<file path="config.mk">
export PLATFORM = sky130hd
export DESIGN_NAME = mlp_feature_flattener_flat
export DESIGN_NICKNAME = d
export VERILOG_FILES = /design/src/rtl/bnn_pkg.sv /design/src/rtl/mlp_feature_flattener_if.sv /design/src/rtl/mlp_flatten_bank.sv /design/src/rtl/mlp_feature_flattener.sv /design/src/flat_wrapper.sv
export SDC_FILE = /design/constraint.sdc
export NUM_CORES = 1
export LEC_CHECK = 0
export CORE_UTILIZATION = 49
export CTS_CLUSTER_DIAMETER = 100
export DETAILED_ROUTE_END_ITERATION = 8
export PLACE_DENSITY = 0.81
export RECOVER_POWER = 100
export SYNTH_ARGS = -nofsm -noshare
export SYNTH_HDL_FRONTEND = slang
export SYNTH_SLANG_ARGS = --single-unit
export TNS_END_PERCENT = 10
</file>
<file path="constraint.sdc">
create_clock -name clk -period 2.1 [get_ports clk]
set_input_delay 0.315 -clock clk [delete_from_list [all_inputs] [get_ports clk]]
set_output_delay 0.315 -clock clk [all_outputs]
set_load 0.05 [all_outputs]
</file>
<file path="src/rtl/bnn_pkg.sv">
// Shared constants and types for the BNN MLP front end (feature flattener).
package bnn_pkg;

  localparam int unsigned NUM_PIXELS  = 36;
  localparam int unsigned CHANNELS    = 8;
  localparam int unsigned FLAT_WIDTH  = NUM_PIXELS * CHANNELS;
  localparam int unsigned COUNT_WIDTH = $clog2(NUM_PIXELS);

  typedef enum logic {
    FILL = 1'b0,
    FULL = 1'b1
  } state_t;

endpackage

</file>
<file path="src/rtl/mlp_feature_flattener_if.sv">
// Pixel-stream input and flat-vector output handshakes of the feature flattener.
interface mlp_feature_flattener_if;
  import bnn_pkg::*;

  logic                  in_valid;
  logic                  in_ready;
  logic [CHANNELS-1:0]   in_data;
  logic                  in_last;
  logic                  out_valid;
  logic                  out_ready;
  logic [FLAT_WIDTH-1:0] out_vec;
  logic                  frame_err;

  // master: feature producer plus MLP consumer; slave: the flattener
  modport master (
    output in_valid, in_data, in_last, out_ready,
    input  in_ready, out_valid, out_vec, frame_err
  );

  modport slave (
    input  in_valid, in_data, in_last, out_ready,
    output in_ready, out_valid, out_vec, frame_err
  );
endinterface

</file>
<file path="src/rtl/mlp_flatten_bank.sv">
// One flat feature-vector register, written one pixel slot at a time.
module mlp_flatten_bank
  import bnn_pkg::*;
(
  input  logic                   clk,
  input  logic                   rst_n,
  input  logic                   wr_en,
  input  logic [COUNT_WIDTH-1:0] wr_idx,
  input  logic [CHANNELS-1:0]    wr_data,
  output logic [FLAT_WIDTH-1:0]  q
);

  always_ff @(posedge clk or negedge rst_n) begin
    if (!rst_n) begin
      q <= '0;
    end else if (wr_en) begin
      for (int i = 0; i < int'(NUM_PIXELS); i++) begin
        if (wr_idx == COUNT_WIDTH'(i)) begin
          q[i*CHANNELS +: CHANNELS] <= wr_data;
        end
      end
    end
  end

endmodule

</file>
<file path="src/rtl/mlp_feature_flattener.sv">
// Collects NUM_PIXELS beats of CHANNELS bits into one held flat vector for the MLP.
// Build option FLATTEN_DOUBLE_BUFFER_EN adds a second bank for bubble-free streaming.
module mlp_feature_flattener
  import bnn_pkg::*;
(
  input  logic                    clk,
  input  logic                    rst_n,
  mlp_feature_flattener_if.slave  bus
);

  localparam logic [COUNT_WIDTH-1:0] LAST_IDX = COUNT_WIDTH'(NUM_PIXELS - 1);

  logic [COUNT_WIDTH-1:0] count;
  logic                   out_valid_q;
  logic                   frame_err_q;
  logic                   accept;
  logic                   last_slot;

  assign accept    = bus.in_valid && bus.in_ready;
  assign last_slot = (count == LAST_IDX);

  assign bus.out_valid = out_valid_q;
  assign bus.frame_err = frame_err_q;

`ifdef FLATTEN_DOUBLE_BUFFER_EN

  logic                  wr_ptr;
  logic                  rd_ptr;
  logic                  rd_ptr_next;
  logic [1:0]            full;
  logic [1:0]            full_next;
  logic                  complete;
  logic                  consume;
  logic [FLAT_WIDTH-1:0] q0;
  logic [FLAT_WIDTH-1:0] q1;

  assign bus.in_ready = ~(full[0] & full[1]);
  assign complete     = accept && last_slot;
  assign consume      = out_valid_q && bus.out_ready;

  // Completion and consumption may land in the same cycle on different banks
  always_comb begin
    full_next   = full;
    rd_ptr_next = rd_ptr;
    if (complete) begin
      full_next[wr_ptr] = 1'b1;
    end
    if (consume) begin
      full_next[rd_ptr] = 1'b0;
      rd_ptr_next       = ~rd_ptr;
    end
  end

  always_ff @(posedge clk or negedge rst_n) begin
    if (!rst_n) begin
      count       <= '0;
      wr_ptr      <= 1'b0;
      rd_ptr      <= 1'b0;
      full        <= '0;
      out_valid_q <= 1'b0;
      frame_err_q <= 1'b0;
    end else begin
      frame_err_q <= 1'b0;
      full        <= full_next;
      rd_ptr      <= rd_ptr_next;
      out_valid_q <= full_next[rd_ptr_next];
      if (accept) begin
        if (last_slot) begin
          count       <= '0;
          wr_ptr      <= ~wr_ptr;
          frame_err_q <= ~bus.in_last;
        end else if (bus.in_last) begin
          count       <= '0;
          frame_err_q <= 1'b1;
        end else begin
          count <= count + COUNT_WIDTH'(1);
        end
      end
    end
  end

  mlp_flatten_bank u_bank0 (
    .clk     (clk),
    .rst_n   (rst_n),
    .wr_en   (accept && !wr_ptr),
    .wr_idx  (count),
    .wr_data (bus.in_data),
    .q       (q0)
  );

  mlp_flatten_bank u_bank1 (
    .clk     (clk),
    .rst_n   (rst_n),
    .wr_en   (accept && wr_ptr),
    .wr_idx  (count),
    .wr_data (bus.in_data),
    .q       (q1)
  );

  assign bus.out_vec = rd_ptr ? q1 : q0;

`else

  state_t state;

  assign bus.in_ready = (state == FILL);

  // Frame sequencing: fill slots, hold the full vector until the MLP takes it
  always_ff @(posedge clk or negedge rst_n) begin
    if (!rst_n) begin
      state       <= FILL;
      count       <= '0;
      out_valid_q <= 1'b0;
      frame_err_q <= 1'b0;
    end else begin
      frame_err_q <= 1'b0;
      case (state)
        FILL: begin
          if (accept) begin
            if (last_slot) begin
              state       <= FULL;
              out_valid_q <= 1'b1;
              count       <= '0;
              frame_err_q <= ~bus.in_last;
            end else if (bus.in_last) begin
              count       <= '0;
              frame_err_q <= 1'b1;
            end else begin
              count <= count + COUNT_WIDTH'(1);
            end
          end
        end
        FULL: begin
          if (bus.out_ready) begin
            state       <= FILL;
            out_valid_q <= 1'b0;
          end
        end
        default: begin
          state       <= FILL;
          out_valid_q <= 1'b0;
        end
      endcase
    end
  end

  mlp_flatten_bank u_bank (
    .clk     (clk),
    .rst_n   (rst_n),
    .wr_en   (accept),
    .wr_idx  (count),
    .wr_data (bus.in_data),
    .q       (bus.out_vec)
  );

`endif

endmodule
</file>
<file path="src/flat_wrapper.sv">
// flat-port wrapper written by rule: the top's interface ports become plain ports
module mlp_feature_flattener_flat import bnn_pkg::*;
  (clk, rst_n, bus_in_valid, bus_in_data, bus_in_last, bus_out_ready, bus_in_ready, bus_out_valid, bus_out_vec, bus_frame_err);
  mlp_feature_flattener_if bus_i ();
  input  logic clk;
  input  logic rst_n;
  input wire logic [$bits(bus_i.in_valid)-1:0] bus_in_valid;
  input wire logic [$bits(bus_i.in_data)-1:0] bus_in_data;
  input wire logic [$bits(bus_i.in_last)-1:0] bus_in_last;
  input wire logic [$bits(bus_i.out_ready)-1:0] bus_out_ready;
  output wire logic [$bits(bus_i.in_ready)-1:0] bus_in_ready;
  output wire logic [$bits(bus_i.out_valid)-1:0] bus_out_valid;
  output wire logic [$bits(bus_i.out_vec)-1:0] bus_out_vec;
  output wire logic [$bits(bus_i.frame_err)-1:0] bus_frame_err;
  assign bus_i.in_valid = bus_in_valid;
  assign bus_i.in_data = bus_in_data;
  assign bus_i.in_last = bus_in_last;
  assign bus_i.out_ready = bus_out_ready;
  assign bus_in_ready = bus_i.in_ready;
  assign bus_out_valid = bus_i.out_valid;
  assign bus_out_vec = bus_i.out_vec;
  assign bus_frame_err = bus_i.frame_err;
  mlp_feature_flattener u_core (.clk(clk), .rst_n(rst_n), .bus(bus_i));
endmodule
</file>
==> key figures <==
Logic synthesis
  • Xor and xnor area share after synthesis: 0
  • Most common cell in the netlist: dfrtp_1
  • Mux contribution to synthesized area: 0.284
  • Post-synth top area share: 0.622
  • Gate count of the mapped netlist: 730
  • Ys async rst share: 1.00
  • Count of unique library cells instantiated by Yosys: 41
  • Synth area leader: dfrtp_1
  • Avg Inst Size Synth: 16.4 µm²
  • Largest family of logic cells by synthesized area: multiplexers
  • Area share of fa/ha/maj cells after synthesis: 0.00419
  • Sequential element share of the synthesized area: 0.622
  • Syn Nets: about 750
  • EDFF count, synth: 0
  • Top post-synthesis cells by area: dfrtp_1 (62%), mux2_2 (23%), mux2_4 (5.0%), nand3_2 (1.0%), clkbuf_1 (0.88%)
  • Post-synth top cells: dfrtp_1 (297), mux2_2 (243), mux2_4 (40), clkbuf_1 (28), nand3_2 (12)
  • Post-Synthesis Cell Area: 0.0119 mm²
  • Synth Area in Compound Gates: 0.00848
  • Primary FF master, synth: dfrtp_1
  • Syn. warnings: 0
  • Yosys reg bits: approximately 300
  • Simple-Gate Fraction of Synth Area: 0.0509

Cells and area
  • Finished Layout Cells: 1400
  • Final instance area: 0.0160 mm²
  • Share of cells above drive strength 1: 0.341
  • Layout fillers: 1752
  • Ant. Diodes: 0
  • Synth-to-Final Area Change: 34.4%
  • Layout Nets: 1074

Critical path
  • CP startpoint kind: flip-flop
  • Reg-to-Reg End: u_core.u_bank.q[229]
  • Largest delay contributor family on the critical path: buffers and inverters
  • Slowest CP cell: clkdlybuf4s50_1
  • Critical Path AT: 1.75 ns
  • R2r startpoint: u_core.count[5]
  • Crit end category: output port
  • CP cell instances: clkdlybuf4s50_1
  • Max stage delay on crit path: 0.82 ns
  • Worst EP required: around 1.8 ns
  • Flop2flop setup slack: 0.09 ns
  • Critical path class: reg2out
  • Bufs and invs on worst path: 1
  • Critical path peak fanout: 2
  • Worst R2R Path Depth: 4

STA
  • Crit path time final: 2.07 ns
  • Worst Tran Pin Value: 1.52 ns
  • Final number of setup-violating endpoints: 0
  • Worst hold margin: 0.359 ns
  • Fin crit share: 0.984
  • Slew Viols, Final: 60
  • RSZ-0062 raised after global routing: false
  • Worst setup margin: 0.0327 ns
  • Clk_skew: 0.00839 ns
  • Final Hold Viols: 0
  • F_max: 484 MHz
  • Slew margin rel.: -0.0161

CTS
  • CTS tree: done
  • Clock Sinks: 297
  • Reg clk slew, reported paths: 0.07 ns
  • Cts bufs inserted: 30
  • Clk buf depth: 3
  • Root buffer cell: clkbuf_16
  • Clk_lat worst skew: between 0.5 and 0.6 ns
  • H-tree levels: 1

Routing
  • Starting DRT DRC Count: 254
  • DR pass1 iterations: 4
  • Drt drc: 0
  • Post-DRT Antenna Nets: 0
  • WL final: 31100 µm
  • Vias: 7421
  • Via density: 5.30
  • Routed wire per std cell: 22.2 µm

Place
  • DP Worst Slack: -0.127 ns
  • HPWL after DPL: 20900 µm
  • GPL Wtd Cong: 0.824
  • Buffers on Ports: 303
  • Placed cell count: approximately 1300
  • Area after DPL: 0.0156 mm²

Floorplanning
  • IO Count: 304
  • Row Count: 56
  • Die Width: 158 µm
  • Core area: approximately 0.024 mm²
  • Die height: ~160 µm
  • Initial Utilization: 0.504
  • Die area: ~0.025 mm²

Pwr
  • Internal power: ~10 mW
  • Share of power burned in the clock network: 0.337
  • Pwr Density: 970 mW/mm²
  • Combinational share of power: 0.243
  • Max IR drop VDD: about 1.3 mV
  • Sw Ratio: 0.326
  • P_leak: slightly below 8 nW
  • Seq pwr share: 0.420
  • Sw power: 5.08 mW

Global routing
  • Total congestion overflow: 0
  • Pin count of the biggest net entering global routing: between 60 and 70
  • Initial antenna violation count: 0
  • Gr usage total: 0.252
  • Vias in the first global route: 7830
  • First-pass GRT wire length: 47200 µm

Flow run
  • Max-Cap Viols: 1

Worst hold path
  • Hold Path Origin: bus_in_data[2]
  • Hold path depth: 2
  • HP Class: in2reg
  • Hold worst-path end: u_core.u_bank.q[218]

Status
  • Outcome: complete, but fails checks
  • Violated checks: capacitance limit, slew limit
## timing repair
action,4_1_cts,5_1_grt
setup buffers,0,0
endpoints found under the setup margin,6,21
gates resized for setup,6,21
hold buffers,1,0
endpoints found under the hold margin,49,0
## cell families (layout without fill, tap and decap cells)
| kind of cell | after synthesis | count (layout) |
|---|---|---|
| and+or+nand+nor | 63 | 63 |
| buffers and inverters | 62 | 413 |
| adders and majority gates | 4 | 4 |
| AOI/OAI and AO/OA | 16 | 16 |
| DFF | 297 | 297 |
| muxes | 288 | 288 |
## flip-flops by register name, summed over array words and instances, names as in the netlist
name,cells
u_core.u_bank.q,288
u_core.count,6
u_core.bus.frame_err,1
u_core.bus.out_valid,1
u_core.state,1
## how the worst max path moves through the flow
stage	to	startpoint	cells after the start	slack, ns
after floorplan	u_core.u_bank.q[184]	u_core.count[0]	5	0.27
after global placement	u_core.u_bank.q[254]	bus_in_valid	6	-0.06
after detailed placement	u_core.u_bank.q[254]	bus_in_valid	6	-0.13
after CTS	bus_out_vec[277]	u_core.u_bank.q[277]	1	0.003
after global routing	u_core.u_bank.q[250]	rst_n	3	0.00003
final	bus_out_vec[32]	u_core.u_bank.q[32]	1	0.03
## cells in the final DEF (no fill, tap or decap), types with 3 or more instances in the layout
cell type / n
and4_1: 8
mux2_4: 6
nor2b_1: 3
nand3_1: 14
dlygate4sd2_1: 6
and4bb_1: 3
clkbuf_16: 31
o21ai_0: 8
and3_2: 5
clkbuf_1: 27
inv_1: 4
clkinv_2: 10
clkdlybuf4s50_1: 270
dfrtp_1: 297
and3_1: 5
ha_1: 4
clkbuf_4: 4
buf_2: 6
buf_4: 19
nand3_2: 4
mux2_2: 242
buf_12: 9
nand2_1: 6
clkbuf_2: 13
buf_6: 3
mux2_1: 40
clkbuf_8: 6
## routing by layer
layer,vias up,routed length (µm),global-route usage
met4,0,701,0.0746
met2,284,15400,0.428
li1,3239,-,-
met1,3850,12600,0.315
met3,48,2420,0.0662
met5,-,0,0
## layout make-up
class                   instances  area (µm²)  share of cell area
inverters                       4        15.0            0.000936
well taps                     319         399              0.0249
clock inverters                14         104             0.00647
clock buffers                  42         877              0.0547
flip-flops and latches        297        7430               0.463
multi-input cells             371        3890               0.243
repair buffers                353        3330               0.207
## worst register-to-register path, cell delays in order (launching register included)
cell	delay (ns)
dfrtp_1	0.46
and4bb_1	0.55
and4_1	0.24
clkbuf_2	0.25
mux2_2	0.39
## stage by stage
step | TNS (ns) | power [mW] | util
3_5_place_dp | -6.36 | 10.5 | 0.658
2_1_floorplan | 0 | 8.98 | -
6_report | 0 | 15.6 | 0.678
3_3_place_gp | -1.73 | 10.5 | 0.658
4_1_cts | 0 | 15.8 | 0.700
5_1_grt | 0 | 16.1 | 0.678
## power groups by stage
| stage | sequential, mW | clock, mW | combinational (mW) |
|---|---|---|---|
| 2_1_floorplan | 8.33 | 0 | 0.652 |
| 3_3_place_gp | 6.60 | 0 | 3.85 |
| 3_5_place_dp | 6.62 | 0 | 3.89 |
| 4_1_cts | 6.54 | 5.35 | 3.90 |
| 5_1_grt | 6.59 | 5.56 | 3.94 |
| 6_report | 6.54 | 5.25 | 3.78 |
Note: power is estimated with default switching activity, not from simulation.
